`src/rtl/inst_queue_if.sv`:
```
// Enqueue/dequeue handshake bundle for the instruction queue.
// master: frontend/backend side; slave: the queue itself.
interface inst_queue_if;
    logic        enq_valid;
    logic        enq_ready;
    logic [31:0] enq_pc;
    logic [31:0] enq_inst;
    logic        enq_pred_taken;
    logic [31:0] enq_pred_target;
    logic        deq_valid;
    logic        deq_ready;
    logic [31:0] deq_pc;
    logic [31:0] deq_inst;
    logic        deq_pred_taken;
    logic [31:0] deq_pred_target;

    modport master (
        output enq_valid, enq_pc, enq_inst, enq_pred_taken, enq_pred_target, deq_ready,
        input  enq_ready, deq_valid, deq_pc, deq_inst, deq_pred_taken, deq_pred_target
    );

    modport slave (
        input  enq_valid, enq_pc, enq_inst, enq_pred_taken, enq_pred_target, deq_ready,
        output enq_ready, deq_valid, deq_pc, deq_inst, deq_pred_taken, deq_pred_target
    );
endinterface

```
`src/rtl/inst_queue.sv`:
```
// Fetch-to-decode instruction FIFO with flush; define IQ_BYPASS_EN for a same-cycle
// enq-to-deq path when the queue is empty.
module inst_queue #(
    parameter int unsigned  DEPTH = 16,
    localparam int unsigned PTR_W = $clog2(DEPTH)
) (
    input  logic             clk,
    input  logic             rst,
    input  logic             backend_flush,
    inst_queue_if.slave      q,
    output logic [PTR_W:0]   occupancy
);
    typedef struct packed {
        logic [31:0] pc;
        logic [31:0] inst;
        logic        pred_taken;
        logic [31:0] pred_target;
    } entry_t;

    localparam logic [PTR_W:0] PtrOne = {{PTR_W{1'b0}}, 1'b1};

    entry_t         mem [DEPTH];
    logic [PTR_W:0] head_q, head_d;
    logic [PTR_W:0] tail_q, tail_d;
    logic           empty, full;
    logic           enq_fire, deq_fire, wr_en, head_inc;
    entry_t         enq_entry, head_entry, out_entry;

    assign empty = (head_q == tail_q);
    assign full  = (head_q[PTR_W-1:0] == tail_q[PTR_W-1:0]) && (head_q[PTR_W] != tail_q[PTR_W]);

    assign enq_entry  = '{pc: q.enq_pc, inst: q.enq_inst, pred_taken: q.enq_pred_taken,
                          pred_target: q.enq_pred_target};
    assign head_entry = mem[head_q[PTR_W-1:0]];

    assign q.enq_ready = !full;
    assign enq_fire    = q.enq_valid && !full && !backend_flush;
    assign occupancy   = tail_q - head_q;

`ifdef IQ_BYPASS_EN
    logic bypass;
    // An empty queue forwards the incoming instruction; if taken now it is never stored.
    assign bypass      = empty && q.enq_valid && !backend_flush;
    assign q.deq_valid = (!empty || q.enq_valid) && !backend_flush;
    assign out_entry   = empty ? enq_entry : head_entry;
    assign deq_fire    = q.deq_valid && q.deq_ready;
    assign wr_en       = enq_fire && !(bypass && q.deq_ready);
    assign head_inc    = deq_fire && !empty;
`else
    assign q.deq_valid = !empty && !backend_flush;
    assign out_entry   = head_entry;
    assign deq_fire    = q.deq_valid && q.deq_ready;
    assign wr_en       = enq_fire;
    assign head_inc    = deq_fire;
`endif

    assign q.deq_pc          = out_entry.pc;
    assign q.deq_inst        = out_entry.inst;
    assign q.deq_pred_taken  = out_entry.pred_taken;
    assign q.deq_pred_target = out_entry.pred_target;

    always_comb begin
        head_d = head_q;
        tail_d = tail_q;
        if (backend_flush) begin
            head_d = '0;
            tail_d = '0;
        end else begin
            if (head_inc) head_d = head_q + PtrOne;
            if (wr_en)    tail_d = tail_q + PtrOne;
        end
    end

    always_ff @(posedge clk or negedge rst) begin
        if (!rst) begin
            head_q <= '0;
            tail_q <= '0;
        end else begin
            head_q <= head_d;
            tail_q <= tail_d;
        end
    end

    // Storage is not reset; pointers alone define validity.
    always_ff @(posedge clk) begin
        if (wr_en) mem[tail_q[PTR_W-1:0]] <= enq_entry;
    end
endmodule

```
`src/flat_wrapper.sv`:
```
// flat-port wrapper written by rule: the top's interface ports become plain ports
module inst_queue_flat 
#(
    parameter int unsigned  DEPTH = 16,
    localparam int unsigned PTR_W = $clog2(DEPTH)
)
  (clk, rst, backend_flush, occupancy, q_enq_valid, q_enq_pc, q_enq_inst, q_enq_pred_taken, q_enq_pred_target, q_deq_ready, q_enq_ready, q_deq_valid, q_deq_pc, q_deq_inst, q_deq_pred_taken, q_deq_pred_target);
  inst_queue_if q_i ();
  input  logic clk;
  input  logic rst;
  input  logic backend_flush;
  output logic [PTR_W:0] occupancy;
  input wire logic [$bits(q_i.enq_valid)-1:0] q_enq_valid;
  input wire logic [$bits(q_i.enq_pc)-1:0] q_enq_pc;
  input wire logic [$bits(q_i.enq_inst)-1:0] q_enq_inst;
  input wire logic [$bits(q_i.enq_pred_taken)-1:0] q_enq_pred_taken;
  input wire logic [$bits(q_i.enq_pred_target)-1:0] q_enq_pred_target;
  input wire logic [$bits(q_i.deq_ready)-1:0] q_deq_ready;
  output wire logic [$bits(q_i.enq_ready)-1:0] q_enq_ready;
  output wire logic [$bits(q_i.deq_valid)-1:0] q_deq_valid;
  output wire logic [$bits(q_i.deq_pc)-1:0] q_deq_pc;
  output wire logic [$bits(q_i.deq_inst)-1:0] q_deq_inst;
  output wire logic [$bits(q_i.deq_pred_taken)-1:0] q_deq_pred_taken;
  output wire logic [$bits(q_i.deq_pred_target)-1:0] q_deq_pred_target;
  assign q_i.enq_valid = q_enq_valid;
  assign q_i.enq_pc = q_enq_pc;
  assign q_i.enq_inst = q_enq_inst;
  assign q_i.enq_pred_taken = q_enq_pred_taken;
  assign q_i.enq_pred_target = q_enq_pred_target;
  assign q_i.deq_ready = q_deq_ready;
  assign q_enq_ready = q_i.enq_ready;
  assign q_deq_valid = q_i.deq_valid;
  assign q_deq_pc = q_i.deq_pc;
  assign q_deq_inst = q_i.deq_inst;
  assign q_deq_pred_taken = q_i.deq_pred_taken;
  assign q_deq_pred_target = q_i.deq_pred_target;
  inst_queue #(.DEPTH(DEPTH)) u_core (.clk(clk), .rst(rst), .backend_flush(backend_flush), .q(q_i), .occupancy(occupancy));
endmodule
```
`config.mk`:
```
export PLATFORM = sky130hd
export DESIGN_NAME = inst_queue_flat
export DESIGN_NICKNAME = d
export VERILOG_FILES = /design/src/rtl/inst_queue_if.sv /design/src/rtl/inst_queue.sv /design/src/flat_wrapper.sv
export SDC_FILE = /design/constraint.sdc
export NUM_CORES = 1
export LEC_CHECK = 0
export BUFFER_PORTS_ARGS = -buffer_cell sky130_fd_sc_hd__buf_2
export CAP_MARGIN = 10
export CORE_AREA = 2 2 368 370
export CTS_CLUSTER_DIAMETER = 120
export DETAILED_ROUTE_END_ITERATION = 8
export DIE_AREA = 0 0 370 372
export GPL_ROUTABILITY_DRIVEN = 0
export GPL_TIMING_DRIVEN = 0
export MAX_ROUTING_LAYER = met4
export SLEW_MARGIN = 20
export SYNTH_ARGS = -nofsm -noshare
export SYNTH_HDL_FRONTEND = slang
export SYNTH_SLANG_ARGS = --single-unit
```
`constraint.sdc`:
```
create_clock -name clk -period 10.7 [get_ports clk]
set_input_delay 1.605 -clock clk [delete_from_list [all_inputs] [get_ports clk]]
set_output_delay 1.605 -clock clk [all_outputs]
set_load 0.02 [all_outputs]
```
# Yosys cells after proc, flatten, opt, wreduce, memory -nomap -nowiden
# Memory sizes are Yosys's and may differ from the RTL's.
# Cells that the tools add are included.
# Widths: inputs -> output; s select.
[word_totals]
regBits = 10
mem_bits_rw = 1552
in_bits = 102
out_inout_bits = 104
elab_cells = 25
mem_count = 1
[memory_table]
columns = ["memory", "words", "word_bits", "rd", "rd_clocked_by_memory_dff", "wr", "line", "rtl"]
rows = [
  ["u_core.mem", 16, 97, 1, 0, 1, "inst_queue.sv:22", "entry_t mem [DEPTH];"],
]
[classes]
add_sub_neg = 3
n_eq_ne = 3
n_mux = 6
reduce_logical = 10
[ops]
columns = ["operator", "count"]
rows = [
  ["$mux 5", 4],
  ["$add 5x1->5 const B", 2],
  ["$eq 5x5->1", 1],
  ["$logic_and 1x1->1", 5],
  ["$sub 5x5->5", 1],
  ["$eq 4x4->1", 1],
  ["$reduce_bool 2->1", 2],
  ["$logic_not 1->1", 3],
  ["$mux 1", 2],
  ["$ne 1x1->1", 1],
]

# Logic depth before layout (Yosys ltp)
[depth]
depth_word = 7
depth_mapped = 10
mapped_depth_nobuf = 7

# Least setup slack after synthesis
# OpenSTA, ideal clock, no wires.
[synth_path]
kind = "reg2reg"
from = "register u_core.head_q[3]"
to = "memory u_core.mem[0][0] (netlist bit), enable pin"
setup_ns = 0.671
arrival_time_ns = 8.871
required_time_ns = 10.029
slack_ns = 1.157
stages_incl_launch_ff = 11
path_cell_list = "dfrtp_1 clkbuf_1 clkbuf_1 clkbuf_1 inv_1 ha_1 and4_1 clkbuf_1 a211oi_1 nand2_1 nor3_1"
[synth_between]
elab_chain_len = 7
[synth_lines]
columns = ["item", "line", "rtl"]
rows = [
  ["start: declaration", "inst_queue.sv:23", "logic [PTR_W:0] head_q, head_d;"],
  ["start signal: assignment", "inst_queue.sv:76", "head_q <= '0;"],
  ["start signal: assignment", "inst_queue.sv:79", "head_q <= head_d;"],
  ["$eq 4x4->1", "inst_queue.sv:30", "assign full = (head_q[PTR_W-1:0] == tail_q[PTR_W-1:0]) && (head_q[PTR_W] != tail_q[PTR_W]);"],
  ["$logic_and 1x1->1", "inst_queue.sv:30", ""],
  ["$logic_not 1->1", "inst_queue.sv:37", "assign enq_fire = q.enq_valid && !full && !backend_flush;"],
  ["$logic_and 1x1->1 (2 in a row)", "inst_queue.sv:37", ""],
  ["$mux 1", "inst_queue.sv:86", "if (wr_en) mem[tail_q[PTR_W-1:0]] <= enq_entry;"],
  ["$mux 1 (implied by the code)", "inst_queue.sv:86", ""],
  ["end: declaration", "inst_queue.sv:22", ""],
]
# Every way passes these cells.

# Final worst setup path
[layout_path]
from = "register u_core.head_q[2]"
to = "output q_deq_valid"
[layout_between]
elab_chain_len = 3
[layout_lines]
columns = ["item", "line", "rtl"]
rows = [
  ["$eq 5x5->1", "inst_queue.sv:29", "assign empty = (head_q == tail_q);"],
  ["$logic_not 1->1", "inst_queue.sv:50", "assign q.deq_valid = !empty && !backend_flush;"],
  ["$logic_and 1x1->1", "inst_queue.sv:50", ""],
  ["end: declaration", "flat_wrapper.sv:20", "output wire logic [$bits(q_i.deq_valid)-1:0] q_deq_valid;"],
]
# Every way passes these cells.

==> flow_summary.ini <==
[sta]
fin_ws_ns = 4.52
fin_hold_ws_ns = 0.666
hold_viol_final = 0
fmax_mhz = 162
fin_crit_ns = 6.18
rsz0062_at_grt = false
slew_headroom_pct = 37.4
setup_violations = 0
worst_pin_slew_ns = 0.939
period_share_pct = 57.8
maxSlewViolCount = 0
finClkSkew_ns = 0.0149

[synthesis]
synth_mux_area_share_pct = 13.9
ys_ff_latch = 1562
yosysSeqAreaShare_pct = 78.5
synth_commonest_cells = 1552 x edfxtp_1, 390 x mux2i_1, 291 x a22oi_1
synthXorXnorAreaFrac_pct = 0.189
synth_cells = 2890
synth-simple-area-share_pct = 1.78
syn-cell-area_um2 = 59700
synth_fa_ha_area_share_pct = 0.222
synth_top_area_share_pct = 78.0
synth_edf_count = 1552
async_reset_ff_share_pct = 0.640
synth_compound_area_share_pct = 3.81
synth_top_family_by_area = multiplexers
yosysMostFrequentCell = edfxtp_1
ys_warn_count = 0
ys.flop_type = edfxtp_1
yosysUniqueCellTypes = 33
synth_top_cell_by_area = edfxtp_1
syn_nets = 3002
syn_area_per_cell_um2 = 20.7
synth_area_leaders = edfxtp_1 78%, mux4_2 7.3%, mux2i_1 6.5%, a22oi_1 3.7%, nand3_1 0.82%

[route]
drt-wirelength-per-cell_um = 27.9
wirelength_um = 148000
drt_iter0_drc = 2968
vias = 30300
drcViolationCount = 0
ant_nets = 0
dr_wl_met2_um = 72700
route.layer.met1.wl_um = 61600
routed.top_layer = met4
routed_via_density = 5.70
routed-wl-met3_um = 10200
dr.pass1.iters = 6

[clocking]
clock-root-buffer = clkbuf_16
cts_inserted_buffers = 156
post_cts.repair.setup_buffers = 0
clock-sinks = 1562
path_clk_slew_ns = 0.06
cts_resized = 0
htreeDepth = 4
clkLatencyLatePin_ns = 0.78
hold_buffers = 0
cts_tree = built
cts.path.max_buffers = 3

[finish]
nFillCells = 10400
fin_nets = 3501
syn_to_final_growth_pct = 17.9
drive_gt1_share_pct = 24.4
design_area_um2 = 70400

[setup_path]
critPathLaunchType = flip-flop
end_kind = output port
ff2ff_setup_slack_ns = 4.93
critical_path_arrival_ns = 4.58
cp.required_ns = 9.10
crit_type = flip-flop to output port
worst-path-max-fanout = 13

[global_routing]
grt_use_total_pct = 22.2
grt_max_degree = 23
grt_pass1_wl_um = 212000
first_global_vias = 31000
grt_overflow = 0
antenna_found_initial = 24

[place]
postPlaceCellArea_um2 = 65500
dp_slack_ns = 5.00
hpwlAfterDp_um = 98300
port_buffers = 205

[floorplan]
ios = 206
dieArea_um2 = 138000
coreArea_um2 = 134000
die_y_um = 372
initial_core_util_pct = 44.5
die_x_um = 370
fp-row-count = 135

[min_path]
hold_path.class = flip-flop to flip-flop

[power_and_ir_drop]
p_per_area_nw_per_um2 = 198
p_leak_uw = 0.0226
ir_worst_vdd_mv = 0.174
p_total_uw = 13900

[run]
cap_violations = 0

[status]
outcome = completed
## power breakdown
part / total [µW] / leakage [µW] / internal (µW) / switching, µW
Combinational: 1910 / 0.00614 / 772 / 1140
Sequential: 6790 / 0.0141 / 6770 / 12.3
Clock: 5220 / 0.00238 / 2970 / 2250
## cell usage in the layout, fill, tap and decap left out, types with 3 or more instances in the layout
master / instances
a21oi_1: 6
a22oi_1: 291
buf_1: 10
buf_12: 22
buf_16: 52
buf_2: 239
buf_4: 88
buf_6: 33
bufinv_16: 8
clkbuf_1: 96
clkbuf_16: 161
clkinv_1: 37
clkinv_2: 25
clkinv_8: 4
clkinvlp_4: 6
dfrtp_1: 10
diode_2: 20
edfxtp_1: 1552
ha_1: 9
inv_1: 8
inv_16: 4
mux2i_1: 390
mux4_2: 194
nand2_1: 104
nand3_1: 98
nand4_1: 3
nor2_1: 13
nor2_4: 12
nor3_2: 4
xnor2_1: 8
xor2_1: 3
## layer usage
| layer | GRT usage [%] | up-vias |
|---|---|---|
| li1 | - | 13000 |
| met1 | 28.8 | 15900 |
| met2 | 35.4 | 1102 |
| met3 | 4.60 | 234 |
| met4 | 6.68 | 0 |
| met5 | - | - |
## cells by family (layout without fill, tap and decap cells)
family,count (synthesis),count (layout)
xor+xnor,12,12
flops,1562,1562
buf+inv,174,798
simple gates,242,242
mux,584,584
fa+ha+maj,10,10
compound gates,306,306
other cells,0,20
## registers in the layout, indices dropped and copies added, names as in the netlist
signal / cells
u_core.tail_q: 5
u_core.head_q: 5
u_core.mem: 1552
## cell type report
class,count,area (µm²),share of cell area (%)
Timing Repair Buffer,341,3400,4.84
Multi-Input combinational cell,1154,12000,17.0
Antenna cell,20,50.0,0.0711
Inverter,8,30.0,0.0427
Buffer,166,973,1.38
Clock buffer,197,4180,5.94
Tap cell,1781,2230,3.17
Clock inverter,86,712,1.01
Sequential cell,1562,46900,66.5
## worst max-delay path, stage by stage (launching register included)
cell	delay (ns)
dfrtp_1	0.38
buf_2	0.67
buf_2	0.83
inv_1	0.23
ha_1	0.42
and4_1	0.22
clkbuf_1	0.18
a21oi_1	0.55
buf_2	0.28
## metrics by stage
step                std cells  util, %  setup TNS [ns]
finish                   5315     52.4               0
global route             5309     52.4               0
CTS                      5295     52.4               0
detailed placement       5012     48.7               0
global placement         4876     46.9        -5657.03
floorplan                2890        -               0
## path summary, 6_finish.rpt
kind                                  startpoint           endpoint  depth (start not counted)
worst max-delay path            u_core.head_q[2]        q_deq_valid                          8
max in group asynchronous                    rst   u_core.head_q[2]                          1
worst max register to register  u_core.head_q[2]  u_core.mem[1][60]                         13
worst min register to register  u_core.tail_q[4]   u_core.tail_q[4]                          2
min in group asynchronous                    rst   u_core.head_q[4]                          1
worst min-delay path            u_core.tail_q[4]   u_core.tail_q[4]                          2
Note: power is estimated with default switching activity, not from simulation.
